File: config.mk
export PLATFORM = sky130hd
export DESIGN_NAME = midi_receiver
export DESIGN_NICKNAME = d
export VERILOG_FILES = /design/src/rtl/midi_receiver_pkg.sv /design/src/rtl/midi_uart_rx.sv /design/src/rtl/midi_receiver.sv
export SDC_FILE = /design/constraint.sdc
export NUM_CORES = 1
export LEC_CHECK = 0
export CAP_MARGIN = 20
export CORE_UTILIZATION = 30
export CTS_BUF_LIST = sky130_fd_sc_hd__clkbuf_8 sky130_fd_sc_hd__clkbuf_16
export DETAILED_ROUTE_END_ITERATION = 16
export GPL_TIMING_DRIVEN = 0
export PLACE_DENSITY = 0.51
export SYNTH_ARGS = -nofsm -noshare
export SYNTH_HDL_FRONTEND = slang
export SYNTH_SLANG_ARGS = --single-unit
File: constraint.sdc
create_clock -name clk -period 2.05 [get_ports clk]
set_clock_uncertainty 0.2 [all_clocks]
set_input_delay 0.41 -clock clk [delete_from_list [all_inputs] [get_ports clk]]
set_output_delay 0.41 -clock clk [all_outputs]
set_load 0.05 [all_outputs]
File: src/rtl/midi_receiver_pkg.sv
// Shared MIDI definitions: data width, status nibbles, baud default and the
// receiver state/parser types used by midi_uart_rx and midi_receiver.
package midi_receiver_pkg;

  localparam int BITS         = 7;
  localparam int BAUD_DEFAULT = 31_250;

  localparam logic [3:0] NOTE_OFF   = 4'h8;
  localparam logic [3:0] NOTE_ON    = 4'h9;
  localparam logic [3:0] PROG_CHG   = 4'hC;
  localparam logic [3:0] CHAN_PRESS = 4'hD;

  typedef enum logic [1:0] {
    ST_IDLE,
    ST_START,
    ST_DATA,
    ST_STOP
  } rx_state_e;

  // Running-status parser state
  typedef struct packed {
    logic            rs_vld;
    logic [3:0]      rs_typ;
    logic            pos;     // 0: expecting first data byte, 1: second
    logic [BITS-1:0] d1;
  } parse_t;

  function automatic logic one_data_byte(input logic [3:0] typ);
    return (typ == PROG_CHG) || (typ == CHAN_PRESS);
  endfunction

endpackage

File: src/rtl/midi_uart_rx.sv
// Bit-level MIDI byte receiver: 2-flop synchronizer, mid-bit sampling,
// one-cycle byte strobe and frame-error pulse.
module midi_uart_rx
  import midi_receiver_pkg::*;
#(
  parameter int CLK_HZ = 10_000_000,
  parameter int BAUD   = BAUD_DEFAULT
) (
  input  logic       clk,
  input  logic       rst_n,
  input  logic       rx,
  output logic [7:0] data,
  output logic       stb,
  output logic       frame_err
);

  localparam int BIT  = CLK_HZ / BAUD;
  localparam int HALF = BIT / 2;
  localparam int CW   = $clog2(BIT);

  logic [1:0]    sync_q;
  logic          rxs;
  rx_state_e     state, state_n;
  logic [CW-1:0] cnt, cnt_n;
  logic [2:0]    bidx, bidx_n;
  logic [7:0]    shreg, shreg_n;
  logic          err_wait, err_wait_n;

  always_ff @(posedge clk or negedge rst_n) begin
    if (!rst_n) sync_q <= 2'b11;
    else        sync_q <= {sync_q[0], rx};
  end
  assign rxs = sync_q[1];

  always_ff @(posedge clk or negedge rst_n) begin
    if (!rst_n) begin
      state    <= ST_IDLE;
      cnt      <= '0;
      bidx     <= '0;
      shreg    <= '0;
      err_wait <= 1'b0;
    end else begin
      state    <= state_n;
      cnt      <= cnt_n;
      bidx     <= bidx_n;
      shreg    <= shreg_n;
      err_wait <= err_wait_n;
    end
  end

  always_comb begin
    state_n    = state;
    cnt_n      = cnt + CW'(1);
    bidx_n     = bidx;
    shreg_n    = shreg;
    err_wait_n = err_wait;
    stb        = 1'b0;
    frame_err  = 1'b0;
    case (state)
      ST_IDLE: begin
        cnt_n      = '0;
        bidx_n     = '0;
        err_wait_n = 1'b0;
        if (!rxs) state_n = ST_START;
      end
      ST_START: begin
        if (cnt == CW'(HALF - 1)) begin
          cnt_n   = '0;
          state_n = rxs ? ST_IDLE : ST_DATA;
        end
      end
      ST_DATA: begin
        if (cnt == CW'(BIT - 1)) begin
          cnt_n   = '0;
          shreg_n = {rxs, shreg[7:1]};
          bidx_n  = bidx + 3'd1;
          if (bidx == 3'd7) state_n = ST_STOP;
        end
      end
      ST_STOP: begin
        // After a bad stop bit, park here until the line returns high
        if (err_wait) begin
          cnt_n = '0;
          if (rxs) begin
            state_n    = ST_IDLE;
            err_wait_n = 1'b0;
          end
        end else if (cnt == CW'(BIT - 1)) begin
          cnt_n = '0;
          if (rxs) begin
            stb     = 1'b1;
            state_n = ST_IDLE;
          end else begin
            frame_err  = 1'b1;
            err_wait_n = 1'b1;
          end
        end
      end
      default: state_n = ST_IDLE;
    endcase
  end

  assign data = shreg;

endmodule

File: src/rtl/midi_receiver.sv
// MIDI Note On/Off receiver: byte receiver plus running-status parser that
// tracks the last note and its velocity.
module midi_receiver
  import midi_receiver_pkg::*;
#(
  parameter int CLK_HZ = 10_000_000,
  parameter int BAUD   = BAUD_DEFAULT
) (
  input  logic            clk,
  input  logic            rst_n,
  input  logic            rx,
  output logic [BITS-1:0] note,
  output logic [BITS-1:0] velocity,
  output logic            update,
  output logic            frameErr
);

  logic [7:0]      rx_data;
  logic            rx_stb;
  logic            rx_ferr;
  parse_t          ps, ps_n;
  logic [BITS-1:0] note_n, vel_n;
  logic            upd_n;
  logic [BITS-1:0] dd2;

  midi_uart_rx #(.CLK_HZ(CLK_HZ), .BAUD(BAUD)) u_rx (
    .clk       (clk),
    .rst_n     (rst_n),
    .rx        (rx),
    .data      (rx_data),
    .stb       (rx_stb),
    .frame_err (rx_ferr)
  );

  assign dd2 = rx_data[BITS-1:0];

  always_comb begin
    ps_n   = ps;
    note_n = note;
    vel_n  = velocity;
    upd_n  = 1'b0;
    if (rx_stb) begin
      if (rx_data >= 8'hF8) begin
        // real-time bytes are invisible to the parser
      end else if (rx_data[7]) begin
        ps_n.rs_vld = (rx_data < 8'hF0);
        ps_n.rs_typ = rx_data[7:4];
        ps_n.pos    = 1'b0;
      end else if (ps.rs_vld) begin
        if (!ps.pos && !one_data_byte(ps.rs_typ)) begin
          ps_n.d1  = rx_data[BITS-1:0];
          ps_n.pos = 1'b1;
        end else begin
          ps_n.pos = 1'b0;
          // Note On/Off are two-byte types, so d1 is valid in these branches
          if (ps.rs_typ == NOTE_ON && dd2 != '0) begin
            note_n = ps.d1;
            vel_n  = dd2;
            upd_n  = 1'b1;
          end else if ((ps.rs_typ == NOTE_OFF || ps.rs_typ == NOTE_ON) &&
                       ps.d1 == note) begin
            vel_n = '0;
            upd_n = 1'b1;
          end
        end
      end
    end
  end

  always_ff @(posedge clk or negedge rst_n) begin
    if (!rst_n) begin
      ps       <= '0;
      note     <= '0;
      velocity <= '0;
      update   <= 1'b0;
      frameErr <= 1'b0;
    end else begin
      ps       <= ps_n;
      note     <= note_n;
      velocity <= vel_n;
      update   <= upd_n;
      frameErr <= rx_ferr;
    end
  end

endmodule

Word-level counts from Yosys, hierarchy flattened
Index checks and enable logic that the tools add are counted.
{ "op_classes": {"add_sub_neg": 2, "magnitude_cmp": 2, "n_eq_ne": 16, "n_mux": 38, "bitwise": 3, "n_reduce_logical": 21} }
{ "ops": {"columns": ["op", "count"], "rows": [
  ["$pmux W9 S4", 1],
  ["$mux W9", 3],
  ["$mux W7", 3],
  ["$mux W1", 18],
  ["$eq A4 B4 Y1 const B", 4],
  ["$mux W2", 8],
  ["$reduce_and A6 Y1", 2],
  ["$reduce_and A5 Y1", 2],
  ["$add A9 B1 Y9 const B", 1],
  ["$eq A9 B8 Y1 const B", 1],
  ["$eq A9 B9 Y1 const B", 1],
  ["$ge A8 B8 Y1 const B", 1],
  ["$lt A8 B8 Y1 const B", 1],
  ["$mux W8", 1],
  ["$pmux W2 S4", 1],
  ["$reduce_bool A2 Y1", 4],
  ["$eq A7 B7 Y1", 1],
  ["$reduce_bool A7 Y1", 1],
  ["$ne A2 B1 Y1 const B", 3],
  ["$pmux W3 S2", 1],
  ["$reduce_and A3 Y1", 2],
  ["$eq A2 B2 Y1 const B", 2],
  ["$reduce_and A2 Y1", 2],
  ["$add A3 B1 Y3 const B", 1],
  ["11 further kinds", 17]
]} }
{ "word_totals": {"regBits": 54, "in_bits": 3, "out_inout_bits": 16} }

Depth between registers and ports, before layout
{ "depth": {"word_depth": 10, "ltp_mapped": 9, "ltp_nobuf": 7} }

Modules after synthesis
A second synthesis with hierarchy kept.
{ "hier_totals": {"cells_unflattened": 199, "area_unflattened_um2": 2504.9} }
{ "by_module_without_submodules": {"columns": ["mod", "n_inst", "cells_each", "area_per_inst_um2", "seq_area_each_um2"], "rows": [
  ["midi_receiver", 1, 99, 1298.7, 725.7],
  ["midi_uart_rx", 1, 100, 1206.2, 628.1]
]} }

Least setup slack after synthesis
OpenSTA, ideal clock, no wires.
{ "synth_path": {"path_kind": "reg2reg", "startpoint": "register u_rx.cnt[0]", "endpoint": "register note[1]", "setup_ns": 0.125, "arrival_time_ns": 1.795, "path_slack_ns": -0.070, "stages_incl_launch_ff": 10, "synth_period_minus_slack_ns": 2.120, "cell_sequence": "dfrtp_1 > ha_1 > and4_1 > buf_6 > nand2_4 > nor2_4 > and4b_1 > buf_4 > buf_12 > mux2_4"} }
{ "synth_between": {"elab_chain_len": 5} }
{ "synth_lines": {"columns": ["item", "line_no", "rtl"], "rows": [
  ["start: declaration", "midi_uart_rx.sv:24", "logic [CW-1:0] cnt, cnt_n;"],
  ["start signal: assignment", "midi_uart_rx.sv:44", "cnt <= cnt_n;"],
  ["$eq A9 B9 Y1", "midi_uart_rx.sv:88", "end else if (cnt == CW'(BIT - 1)) begin"],
  ["$mux W1", "midi_uart_rx.sv:88", null],
  ["$mux W1", "midi_uart_rx.sv:82", "if (err_wait) begin"],
  ["$mux W1", "midi_uart_rx.sv:59", "case (state)"],
  ["$reduce_and A6 Y1 (no line)", null, null],
  ["end signal: assignment", "midi_receiver.sv:79", "note <= note_n;"],
  ["end: declaration", "midi_receiver.sv:12", "output logic [BITS-1:0] note,"]
]} }
No other way between the ends.
A chain may end at the register's enable or synchronous reset.

Final worst setup path
{ "layout_path": {"startpoint": "register u_rx.cnt[6]", "endpoint": "register note[2]"} }
Same word-level chain as after synthesis.

==> flow_summary.json <==
{
  "status": "finished with violations",
  "violations": "negative setup slack",
  "syn_avg_cell_area_um2": 12.5,
  "grt_max_degree": 33,
  "yosys.cell_types.count": 42,
  "synth_fp_nets": 207,
  "final_cell_mix": "51 x dfrtp_1, 26 x buf_4, 23 x mux2_2",
  "switching_power_w": 0.000387,
  "clock_sinks": 54,
  "drt-initial-drc-count": 96,
  "syn2layout_area_growth_pct": 29.3,
  "final_antenna_net_count": 0,
  "globalRouteTotalUtil_pct": 12.3,
  "final_nets": 259,
  "synth_seq_cells": 54,
  "overflow": 0,
  "p_int_w": 0.00135,
  "drt-total-wl_um": 4870,
  "dp.cells": 318,
  "swShare_pct": 22.2,
  "wl_met1_um": 2480,
  "period_share_pct": 102,
  "wl_per_cell_um": 13.8,
  "ios": 19,
  "start_kind": "flop",
  "cts_tree": "done",
  "drive_above_1_share_pct": 36.0,
  "clockBufferDepth": 2,
  "numCtsBuffers": 5,
  "ys_seq_area_share_pct": 54.9,
  "p_comb_share_pct": 1.7,
  "slew_headroom_pct": 62.7,
  "cp_data_arrival_time_ns": 2.10,
  "fin_util_pct": 40.6,
  "row_count": 32,
  "met3_length_um": 100,
  "first_pass_iters": 4,
  "end_kind": "flop",
  "ys_top_cells_by_area": "dfrtp_1 53%, mux2_2 11%, ha_1 3.6%, xnor2_1 3.2%, a22o_1 2.5%",
  "final-setup-viol-count": 3,
  "worst_pin_slew_ns": 0.560,
  "p_clk_share_pct": 36.9,
  "yosysTopAreaCellShare_pct": 52.8,
  "insertion_delay_ns": 0.31,
  "die_h_um": 92.7,
  "port_buffers": 18,
  "crit_required_ns": 2.06,
  "ctsHtreeMaxLevel": 2,
  "layoutNonFillerInstCount": 352,
  "die_w_um": 92.7,
  "vias": 1628,
  "gp_congestion": 0.743,
  "grt_pass1_wl_um": 8080,
  "die_area_mm2": 0.00859,
  "yosys_warnings": 0,
  "syn_inst": 197,
  "num_antenna_cells": 0,
  "mostFrequentLayoutCell": "dfrtp_1",
  "syn_area_mm2": 0.00247,
  "power_density_mw_per_mm2": 546,
  "rsz0062_at_grt": "true",
  "clockRootBuffer": "clkbuf_8",
  "sequentialPowerShare_pct": 61.4,
  "viasPerCell": 4.63,
  "holdWs_ns": 0.160,
  "irDropWorstVdd_uv": 268,
  "drv_cap": 0,
  "synth_area_leader_cell": "dfrtp_1",
  "coreArea_mm2": 0.00785,
  "clk_pin_slew_worst_paths_ns": 0.11,
  "hold_viol_final": 0,
  "final_max_slew_viol_count": 0,
  "worst_hold_path_type": "flop to flop",
  "grt_pass1_vias": 1588,
  "worstPathMaxFanout": 6,
  "crit_type": "flop to flop",
  "highest_layer": "met4",
  "worst_slack_ns": -0.0409,
  "dr_wl_met2_um": 2180,
  "hpwl_um": 3130,
  "max_freq_mhz": 478,
  "drc": 0,
  "min_period_ns": 2.09,
  "antenna_found_initial": 0,
  "p_leak_nw": 1.55,
  "start_util_pct": 31.4
}
-- path summary, 6_finish.rpt --
kind / startpoint / to / slack, ns / depth (start not counted)
max in group asynchronous: rst_n / u_rx.sync_q[0] / 0.61 / 3
worst min register to register: u_rx.sync_q[0] / u_rx.sync_q[1] / 0.16 / 0
worst min-delay path: u_rx.sync_q[0] / u_rx.sync_q[1] / 0.16 / 0
min in group asynchronous: rst_n / update / 0.41 / 2
worst max register to register: u_rx.cnt[6] / note[2] / -0.04 / 6
worst max-delay path: u_rx.cnt[6] / note[2] / -0.04 / 6
-- timing repair --
action | CTS | global route
buffers inserted | 15 | 11
endpoints found under the setup margin | 57 | 35
gates resized for setup | 24 | 14
pin swaps | 10 | 4
hold buffers | 1 | 0
cloned | 1 | 0
endpoints found under the hold margin | 22 | 0
-- sequential cells by signal, summed over array words and instances, names as in the netlist, named ones only --
register / flops
ps: 13
note: 7
update: 1
u_rx.state: 1
u_rx.bidx: 3
u_rx.data: 8
u_rx.cnt: 9
u_rx.err_wait: 1
velocity: 7
frameErr: 1
u_rx.sync_q: 2
-- logic make-up (layout without fill, tap and decap cells) --
group,count (synthesis),after routing,synth area share (%)
mux,29,29,13.5
buf+inv,13,66,3.30
simple gates,56,56,12.8
compound gates,24,24,6.90
fa+ha+maj,7,7,3.55
xor+xnor,14,14,4.97
flops,54,54,54.9
-- power groups by stage --
stage          registers, W    logic [W]  clock network (W)
6_report            0.00107    0.0000300           0.000642
2_1_floorplan       0.00109  0.000000743                  0
3_5_place_dp        0.00109    0.0000305                  0
3_3_place_gp        0.00109    0.0000267                  0
4_1_cts             0.00107    0.0000318           0.000675
5_1_grt             0.00107    0.0000357           0.000714
-- worst max-delay path, stage by stage, from the launching register on --
cell     delay (ns)
dfrtp_2        0.46
or3b_4         0.42
nor2_4         0.14
and4b_1        0.22
buf_6          0.15
buf_12         0.12
mux2_4         0.29
-- synth_stat cells, drive strengths merged --
library cell	instances
a21oi	3
and4b	1
and3	1
nand3	7
a32oi	1
nor4b	2
and4	1
ha	7
or2	1
dfrtp	52
dfstp	2
a41oi	1
o22a	1
a31oi	3
a221oi	1
inv	8
o21ai	5
nor3b	3
mux2	26
xnor2	9
nand3b	1
nand4	5
o21a	1
o31ai	1
nor4	3
xor2	5
nor2b	2
nand2b	3
a22o	7
nand2	8
nor2	14
mux2i	3
or3b	1
buf	5
nor3	3
-- per-stage QoR --
stage          total power [W]  cell area [µm²]  TNS (ns)  setup slack (ns)
4_1_cts                0.00178             3060    -0.582           -0.0664
2_1_floorplan          0.00109             2470   -0.0639           -0.0213
3_3_place_gp           0.00112             2780    -75.83             -1.37
5_1_grt                0.00182             3190     -1.59            -0.106
3_5_place_dp           0.00112             2800     -3.32            -0.203
6_report               0.00174             3190    -0.108           -0.0409
-- cell type report --
type	instances	area [µm²]
buffer	3	38.8
clock buffer	6	82.6
clock inverter	2	16.3
fill	793	4660
inverter	8	30.0
multi-input combinational	130	1120
sequential	54	1360
tap	102	128
timing repair buffer	47	420
-- metal layers --
metal / vias up / global-route usage (%)
met5: - / 0
met4: 0 / 5.77
met3: 5 / 2.96
met2: 15 / 17.4
met1: 798 / 17.7
li1: 810 / -
Note: power is estimated with default switching activity, not from simulation.
